File: config.mk
export PLATFORM = sky130hd
export DESIGN_NAME = sklansky_add_pipe
export DESIGN_NICKNAME = d
export VERILOG_FILES = /design/src/rtl/sklansky_add_pipe.sv
export SDC_FILE = /design/constraint.sdc
export NUM_CORES = 1
export LEC_CHECK = 0
export BUFFER_PORTS_ARGS = -buffer_cell sky130_fd_sc_hd__buf_4
export CAP_MARGIN = 10
export CORE_UTILIZATION = 40
export DETAILED_ROUTE_END_ITERATION = 10
export GPL_TIMING_DRIVEN = 1
export PLACE_DENSITY = 0.64
export SETUP_SLACK_MARGIN = 0.02
export SYNTH_ARGS = -nofsm -noshare
export SYNTH_HDL_FRONTEND = slang
export SYNTH_SLANG_ARGS = --single-unit
File: constraint.sdc
create_clock -name clk -period 2.5 [get_ports clk]
set_clock_uncertainty 0.1 [all_clocks]
set_input_delay 0.25 -clock clk [delete_from_list [all_inputs] [get_ports clk]]
set_output_delay 0.25 -clock clk [all_outputs]
set_load 0.02 [all_outputs]
File: src/rtl/sklansky_add_pipe.sv
// -----------------------------------------------------------------------------
// sklansky_add_pipe
//   Three-stage pipelined Sklansky parallel-prefix adder with a valid/ready
//   handshake on both sides.
//
//   Stage 1 : registers bitwise p = a^b, g = a&b and cin (generate of pos -1)
//   Stage 2 : first ceil(L/2) prefix levels, registers group (G,P) and p
//   Stage 3 : remaining levels, registers sum, cout and ovf
//
// Ports
//   clk        : clock, rising edge
//   rst_n      : asynchronous active-low reset
//   in_valid   : operand beat present
//   in_ready   : block can take an operand beat this cycle
//   a, b, cin  : operands and carry-in
//   out_valid  : result beat present
//   out_ready  : consumer takes the result beat
//   sum        : (a+b+cin) mod 2^WIDTH
//   cout       : carry out of bit WIDTH-1
//   ovf        : signed two's-complement overflow
// -----------------------------------------------------------------------------
module sklansky_add_pipe #(
    parameter int WIDTH = 16
) (
    input  logic             clk,
    input  logic             rst_n,
    input  logic             in_valid,
    output logic             in_ready,
    input  logic [WIDTH-1:0] a,
    input  logic [WIDTH-1:0] b,
    input  logic             cin,
    output logic             out_valid,
    input  logic             out_ready,
    output logic [WIDTH-1:0] sum,
    output logic             cout,
    output logic             ovf
);

    localparam int L  = $clog2(WIDTH);
    localparam int L1 = (L + 1) / 2;   // prefix levels evaluated in stage 2

    if (WIDTH < 4 || WIDTH > 64 || (WIDTH & (WIDTH - 1)) != 0) begin : g_bad_width
        $error("sklansky_add_pipe: WIDTH must be a power of two in 4..64");
    end

    // ------------------------------------------------------------------
    // Valid chain. A stage may load when it is empty or is being drained
    // in the same cycle, so ready ripples back combinationally from
    // out_ready.
    // ------------------------------------------------------------------
    logic [3:1] vld_q, vld_d;
    logic [3:1] rdy;

    assign rdy[3]    = !vld_q[3] | out_ready;
    assign rdy[2]    = !vld_q[2] | rdy[3];
    assign rdy[1]    = !vld_q[1] | rdy[2];
    assign in_ready  = rdy[1];
    assign out_valid = vld_q[3];

    assign vld_d[1] = rdy[1] ? in_valid : vld_q[1];
    assign vld_d[2] = rdy[2] ? vld_q[1] : vld_q[2];
    assign vld_d[3] = rdy[3] ? vld_q[2] : vld_q[3];

    logic ld1, ld2, ld3;
    assign ld1 = rdy[1] & in_valid;
    assign ld2 = rdy[2] & vld_q[1];
    assign ld3 = rdy[3] & vld_q[2];

    // ------------------------------------------------------------------
    // Stage registers
    // ------------------------------------------------------------------
    logic [WIDTH-1:0] p1_q, g1_q, p1_d, g1_d;
    logic             c1_q;

    logic [WIDTH-1:0] gg2_q, gp2_q, p2_q;   // group G/P after L1 levels, bit p
    logic             c2_q;

    logic [WIDTH-1:0] sum_q, sum_d;
    logic             cout_q, cout_d, ovf_q, ovf_d;

    assign p1_d = a ^ b;
    assign g1_d = a & b;

    // ------------------------------------------------------------------
    // Prefix network. gc/pc[k] is the (G,P) vector entering level k.
    // Level L1 takes its input from the stage-2 registers instead of the
    // combinational chain, which is where the pipeline cut sits.
    // Bit 0 is anchored to position -1 up front (grey cell with cin), so
    // every G produced later that reaches bit 0 already spans down to -1.
    // ------------------------------------------------------------------
    logic [L:0][WIDTH-1:0]   gc, pc;
    logic [L-1:0][WIDTH-1:0] gin, pin;

    always_comb begin
        gc[0]    = g1_q;
        gc[0][0] = g1_q[0] | (p1_q[0] & c1_q);
        pc[0]    = p1_q;
    end

    for (genvar k = 0; k < L; k++) begin : g_lvl
        if (k == L1) begin : g_cut
            assign gin[k] = gg2_q;
            assign pin[k] = gp2_q;
        end else begin : g_chain
            assign gin[k] = gc[k];
            assign pin[k] = pc[k];
        end

        for (genvar j = 0; j < WIDTH; j++) begin : g_bit
            // Sklansky: bit j with bit k set combines with the top of the
            // lower half of its 2^(k+1) block.
            localparam int S = ((j >> k) << k) - 1;
            if (((j >> k) & 1) == 0) begin : g_pass
                assign gc[k+1][j] = gin[k][j];
                assign pc[k+1][j] = pin[k][j];
            end else if (j < (2 << k)) begin : g_grey
                // span now reaches position -1: only G is meaningful
                assign gc[k+1][j] = gin[k][j] | (pin[k][j] & gin[k][S]);
                assign pc[k+1][j] = pin[k][j];
            end else begin : g_black
                assign gc[k+1][j] = gin[k][j] | (pin[k][j] & gin[k][S]);
                assign pc[k+1][j] = pin[k][j] & pin[k][S];
            end
        end
    end

    // group propagates out of the final level are never needed
    logic unused_pc;
    assign unused_pc = ^pc[L];

    // gc[L][i] = G[i:-1], the carry into bit i+1
    always_comb begin
        sum_d = p2_q ^ {gc[L][WIDTH-2:0], c2_q};
        cout_d = gc[L][WIDTH-1];
        ovf_d  = gc[L][WIDTH-2] ^ gc[L][WIDTH-1];
    end

    always_ff @(posedge clk or negedge rst_n) begin
        if (!rst_n) begin
            vld_q  <= '0;
            p1_q   <= '0;
            g1_q   <= '0;
            c1_q   <= 1'b0;
            gg2_q  <= '0;
            gp2_q  <= '0;
            p2_q   <= '0;
            c2_q   <= 1'b0;
            sum_q  <= '0;
            cout_q <= 1'b0;
            ovf_q  <= 1'b0;
        end else begin
            vld_q <= vld_d;
            if (ld1) begin
                p1_q <= p1_d;
                g1_q <= g1_d;
                c1_q <= cin;
            end
            if (ld2) begin
                gg2_q <= gc[L1];
                gp2_q <= pc[L1];
                p2_q  <= p1_q;
                c2_q  <= c1_q;
            end
            if (ld3) begin
                sum_q  <= sum_d;
                cout_q <= cout_d;
                ovf_q  <= ovf_d;
            end
        end
    end

    assign sum  = sum_q;
    assign cout = cout_q;
    assign ovf  = ovf_q;

endmodule

# Yosys cells after proc, flatten, opt, wreduce, memory -nomap -nowiden
# Index checks and enable logic that the tools add are counted.
[totals] reg_bits=103 inputBits=37 elab_cells=109
[op_classes] bitwise_logic=93 reduce_logical=3
[op_table] operator="$and 1x1->1" count=53
[op_table] operator="$or 1x1->1" count=36
[op_table] operator="$xor 16x16->16" count=2
[op_table] operator="$and 16x16->16" count=1
[op_table] operator="$logic_not 1->1" count=3
[op_table] operator="$xor 1x1->1" count=1

# Longest topological paths before layout
[depth] word_depth=6 depth_mapped=6

# Worst setup path after synthesis
# OpenSTA, ideal clock, no wires.
[synth_path] path_type="reg-to-reg" startpoint="register vld_q[3] in the netlist's numbering" endpoint="register g1_q[0]" t_arrival_ns=1.454 required_ns=2.275 setup_slack_ns=0.821 stages_incl_launch_ff=6 path_buffers=1 period_less_slack_ns=1.679 cell_sequence="dfrtp_1 -> and2b_1 -> nand3_2 -> nand2_4 -> buf_6 -> mux2_4"
[synth_between] elab_chain_cells=5
[synth_lines] item="start, declared" line_no="51" source="logic [3:1] vld_q, vld_d;"
[synth_lines] item="start signal, assigned" line_no="152" source="vld_q <= vld_d;"
[synth_lines] item="$logic_not 1->1" line_no="54" source="assign rdy[3] = !vld_q[3] | out_ready;"
[synth_lines] item="$or 1x1->1" line_no="54"
[synth_lines] item="$or 1x1->1" line_no="55" source="assign rdy[2] = !vld_q[2] | rdy[3];"
[synth_lines] item="$or 1x1->1" line_no="56" source="assign rdy[1] = !vld_q[1] | rdy[2];"
[synth_lines] item="via in_ready" line_no="28" source="output logic in_ready,"
[synth_lines] item="$and 1x1->1" line_no="65" source="assign ld1 = rdy[1] & in_valid;"
[synth_lines] item="end signal, assigned" line_no="155" source="g1_q <= g1_d;"
[synth_lines] item="end, declared" line_no="72" source="logic [WIDTH-1:0] p1_q, g1_q, p1_d, g1_d;"
# The timed path passes the listed nets, and every way through them passes these cells.
# A chain may end at the register's enable or synchronous reset.

# Worst setup path after layout
[layout_path] startpoint="register vld_q[3] in the netlist's numbering" endpoint="register c1_q"
[layout_between] elab_chain_cells=5
[layout_lines] item="$logic_not 1->1" line_no="54"
[layout_lines] item="$or 1x1->1" line_no="54"
[layout_lines] item="$or 1x1->1" line_no="55"
[layout_lines] item="$or 1x1->1" line_no="56"
[layout_lines] item="$and 1x1->1" line_no="65"
[layout_lines] item="end signal, assigned" line_no="156" source="c1_q <= cin;"
[layout_lines] item="end, declared" line_no="73" source="logic c1_q;"
# No other way between the ends.

==> flow_summary.json <==
{
  "ys_warn_count": 0,
  "grt_overflow": 0,
  "final.fill_count": 917,
  "dp_hpwl_um": 5020,
  "detail-route-antenna-nets": 0,
  "placed_cells_incl_taps": 505,
  "ctsHtreeMaxLevel": 3,
  "wire_per_inst_um": 13.9,
  "total_power_mw": 4.60,
  "p_per_area_mw_per_mm2": 914,
  "r2r_slack_ns": 0.67,
  "drive_above_1_share_pct": 37.2,
  "row_count": 37,
  "syn_area_per_cell_um2": 13.3,
  "hp-class": "input port to flop",
  "grtUsageTotal_pct": 14.8,
  "syn_inst": 322,
  "fp.dieArea_mm2": 0.0111,
  "initial_core_util_pct": 41.4,
  "ys_seq_area_share_pct": 56.2,
  "cts_setup_buffers": 0,
  "grt_first_pass_wirelength_um": 13000,
  "max_stage_delay_ns": 0.51,
  "min_period_ns": 1.83,
  "routed_wl_um": 7260,
  "cp-start-kind": "flop",
  "io_buffers": 56,
  "cts_hold_buffers": 1,
  "p_int_mw": 3.09,
  "crit_family": "simple AND/OR/NAND/NOR gates",
  "critPathMaxFanout": 33,
  "rsz0062_at_grt": "no",
  "synth_commonest_cells": "dfrtp_1 (96), nand2_1 (35), mux2_2 (31), mux2_4 (30), o21ai_0 (28)",
  "synth_largest_area_cell": "dfrtp_1",
  "clk_latency_ns": 0.36,
  "syn_area_mm2": 0.00428,
  "die_h_um": 105,
  "drc_errors": 0,
  "synth.distinct_cells": 37,
  "synthFlopType": "dfrtp_1",
  "vias_per_cell": 4.96,
  "cts_buffer_depth": 2,
  "root_buffer": "clkbuf_8",
  "p_sw_mw": 1.51,
  "status": "finished clean",
  "p_leak_nw": 2.41,
  "netSwitchingFraction_pct": 32.8,
  "gp_congestion": 0.706,
  "power_frac_comb_pct": 29.3,
  "core_area_mm2": 0.0103,
  "antenna_found_initial": 0,
  "netlist_top_cells_area": "dfrtp_1 (56%), mux2_4 (11%), mux2_2 (8.2%)",
  "grt_max_degree": 63,
  "vias": 2594,
  "synth_top_area_share_pct": 56.2,
  "cts.sinks": 96,
  "finalCritPeriodShare_pct": 73.2,
  "worst-setup-path-type": "flop to flop",
  "critical-path-slowest-cell": "nand2_4",
  "num_antenna_cells": 0,
  "synth-edff-count": 0,
  "cts_inserted_buffers": 9,
  "synth_fp_nets": 376,
  "synthArstFlopShare_pct": 100,
  "synthToLayoutAreaGrowth_pct": 17.8,
  "grt_pass1_vias": 2660,
  "clkPwrFrac_pct": 20.9,
  "first_pass_iters": 4,
  "worst_pin_slew_ns": 0.635,
  "io_pins": 57,
  "fin_setup_tns_ns": 0,
  "p_seq_share_pct": 49.8,
  "synth.most_common_cell": "dfrtp_1",
  "arrival_ns": 1.98,
  "crit_chain": "and2b_1 > nand3_2 > nand2_4 > mux2_2",
  "setup_viol": 0,
  "ys_seq_elements": 96,
  "drv_cap": 0,
  "fmax_mhz": 547,
  "crit_required_ns": 2.65,
  "cts_resized": 0,
  "slew_headroom_pct": 57.6,
  "slew_viol_final": 0,
  "cts_tree": "done",
  "drt-initial-drc-count": 71,
  "num-nets-final": 436,
  "ir_drop_mv": 0.415,
  "die_x_um": 105,
  "clk_pin_slew_ns": 0.10,
  "critPathCaptureType": "flop",
  "instances_no_fill": 523,
  "critPathBufInv": 0,
  "finalHoldViolCount": 0
}
[registers in the layout (all words and copies together) (netlist names)]
register / count
sum: 16
gg2_q: 16
p1_q: 16
c1_q: 1
cout: 1
p2_q: 10
c2_q: 1
g1_q: 16
ovf: 1
vld_q: 3
gp2_q: 15
[layer usage]
layer | vias to the layer above | track usage [%] | wire length [um]
met2 | 50 | 21.8 | 3250
met5 | - | 0 | 0
met3 | 9 | 3.46 | 255
met1 | 1285 | 21.2 | 3660
met4 | 0 | 5.43 | 98
li1 | 1250 | - | -
[worst paths after layout]
path	from	endpoint	depth (start not counted)
worst min register to register	gp2_q[10]$_DFFE_PN0P_	gp2_q[10]$_DFFE_PN0P_	2
worst max-delay path	vld_q[3]$_DFFE_PN0P_	c1_q$_DFFE_PN0P_	4
min in group asynchronous	rst_n	vld_q[2]$_DFFE_PN0P_	2
worst min-delay path	in_valid	vld_q[1]$_DFFE_PN0P_	2
max in group asynchronous	rst_n	gp2_q[4]$_DFFE_PN0P_	3
worst max register to register	vld_q[3]$_DFFE_PN0P_	c1_q$_DFFE_PN0P_	4
[kinds of logic after synthesis]
kind of cell / Yosys count / synth area share, %
multiplexers: 61 / 18.7
AND/OR/NAND/NOR: 57 / 6.50
AO/OA/AOI/OAI: 60 / 8.22
flip-flops: 96 / 56.2
buffers and inverters: 16 / 2.37
XOR/XNOR: 15 / 3.07
adder cells (fa/ha/maj): 17 / 4.97
[stage by stage]
step / utilization (%) / hold WS [ns] / instance area [um2] / setup slack (ns)
after detailed placement: 46.8 / 0.137 / 4830 / 0.646
after global placement: 46.8 / 0.136 / 4830 / 0.685
after CTS: 48.7 / 0.00166 / 5030 / 0.662
after global routing: 48.8 / 0.000596 / 5040 / 0.589
final: 48.8 / 0.0179 / 5040 / 0.671
after floorplan: - / -0.146 / 4280 / 0.821
[layout by cell type (no fill, tap or decap), types with 8 or more instances in the layout]
| master | Yosys | final |
|---|---|---|
| nand2_1 | 35 | 34 |
| a21oi_1 | 13 | 13 |
| clkbuf_8 | 0 | 10 |
| buf_4 | 5 | 57 |
| o21ai_0 | 28 | 28 |
| ha_1 | 17 | 17 |
| mux2_2 | 31 | 31 |
| xor2_1 | 8 | 8 |
| dfrtp_1 | 96 | 96 |
| mux2_4 | 30 | 30 |
[power groups by stage]
| stage | registers [mW] | logic, mW | clock network, mW |
|---|---|---|---|
| 2_1_floorplan | 2.42 | 0.750 | 0 |
| 3_3_place_gp | 2.31 | 1.34 | 0 |
| 3_5_place_dp | 2.33 | 1.37 | 0 |
| 4_1_cts | 2.30 | 1.38 | 0.998 |
| 5_1_grt | 2.36 | 1.49 | 1.06 |
| 6_report | 2.29 | 1.35 | 0.963 |
[final cells by class]
type | instances | area (um2) | share of cell area, %
flip-flops and latches | 96 | 2400 | 47.7
clock buffers | 10 | 138 | 2.73
repair buffers | 61 | 488 | 9.68
multi-input cells | 210 | 1780 | 35.2
well taps | 136 | 170 | 3.38
inverters | 4 | 15.0 | 0.298
clock inverters | 6 | 50.0 | 0.993
No activity file was read; power rests on OpenSTA's default activity.
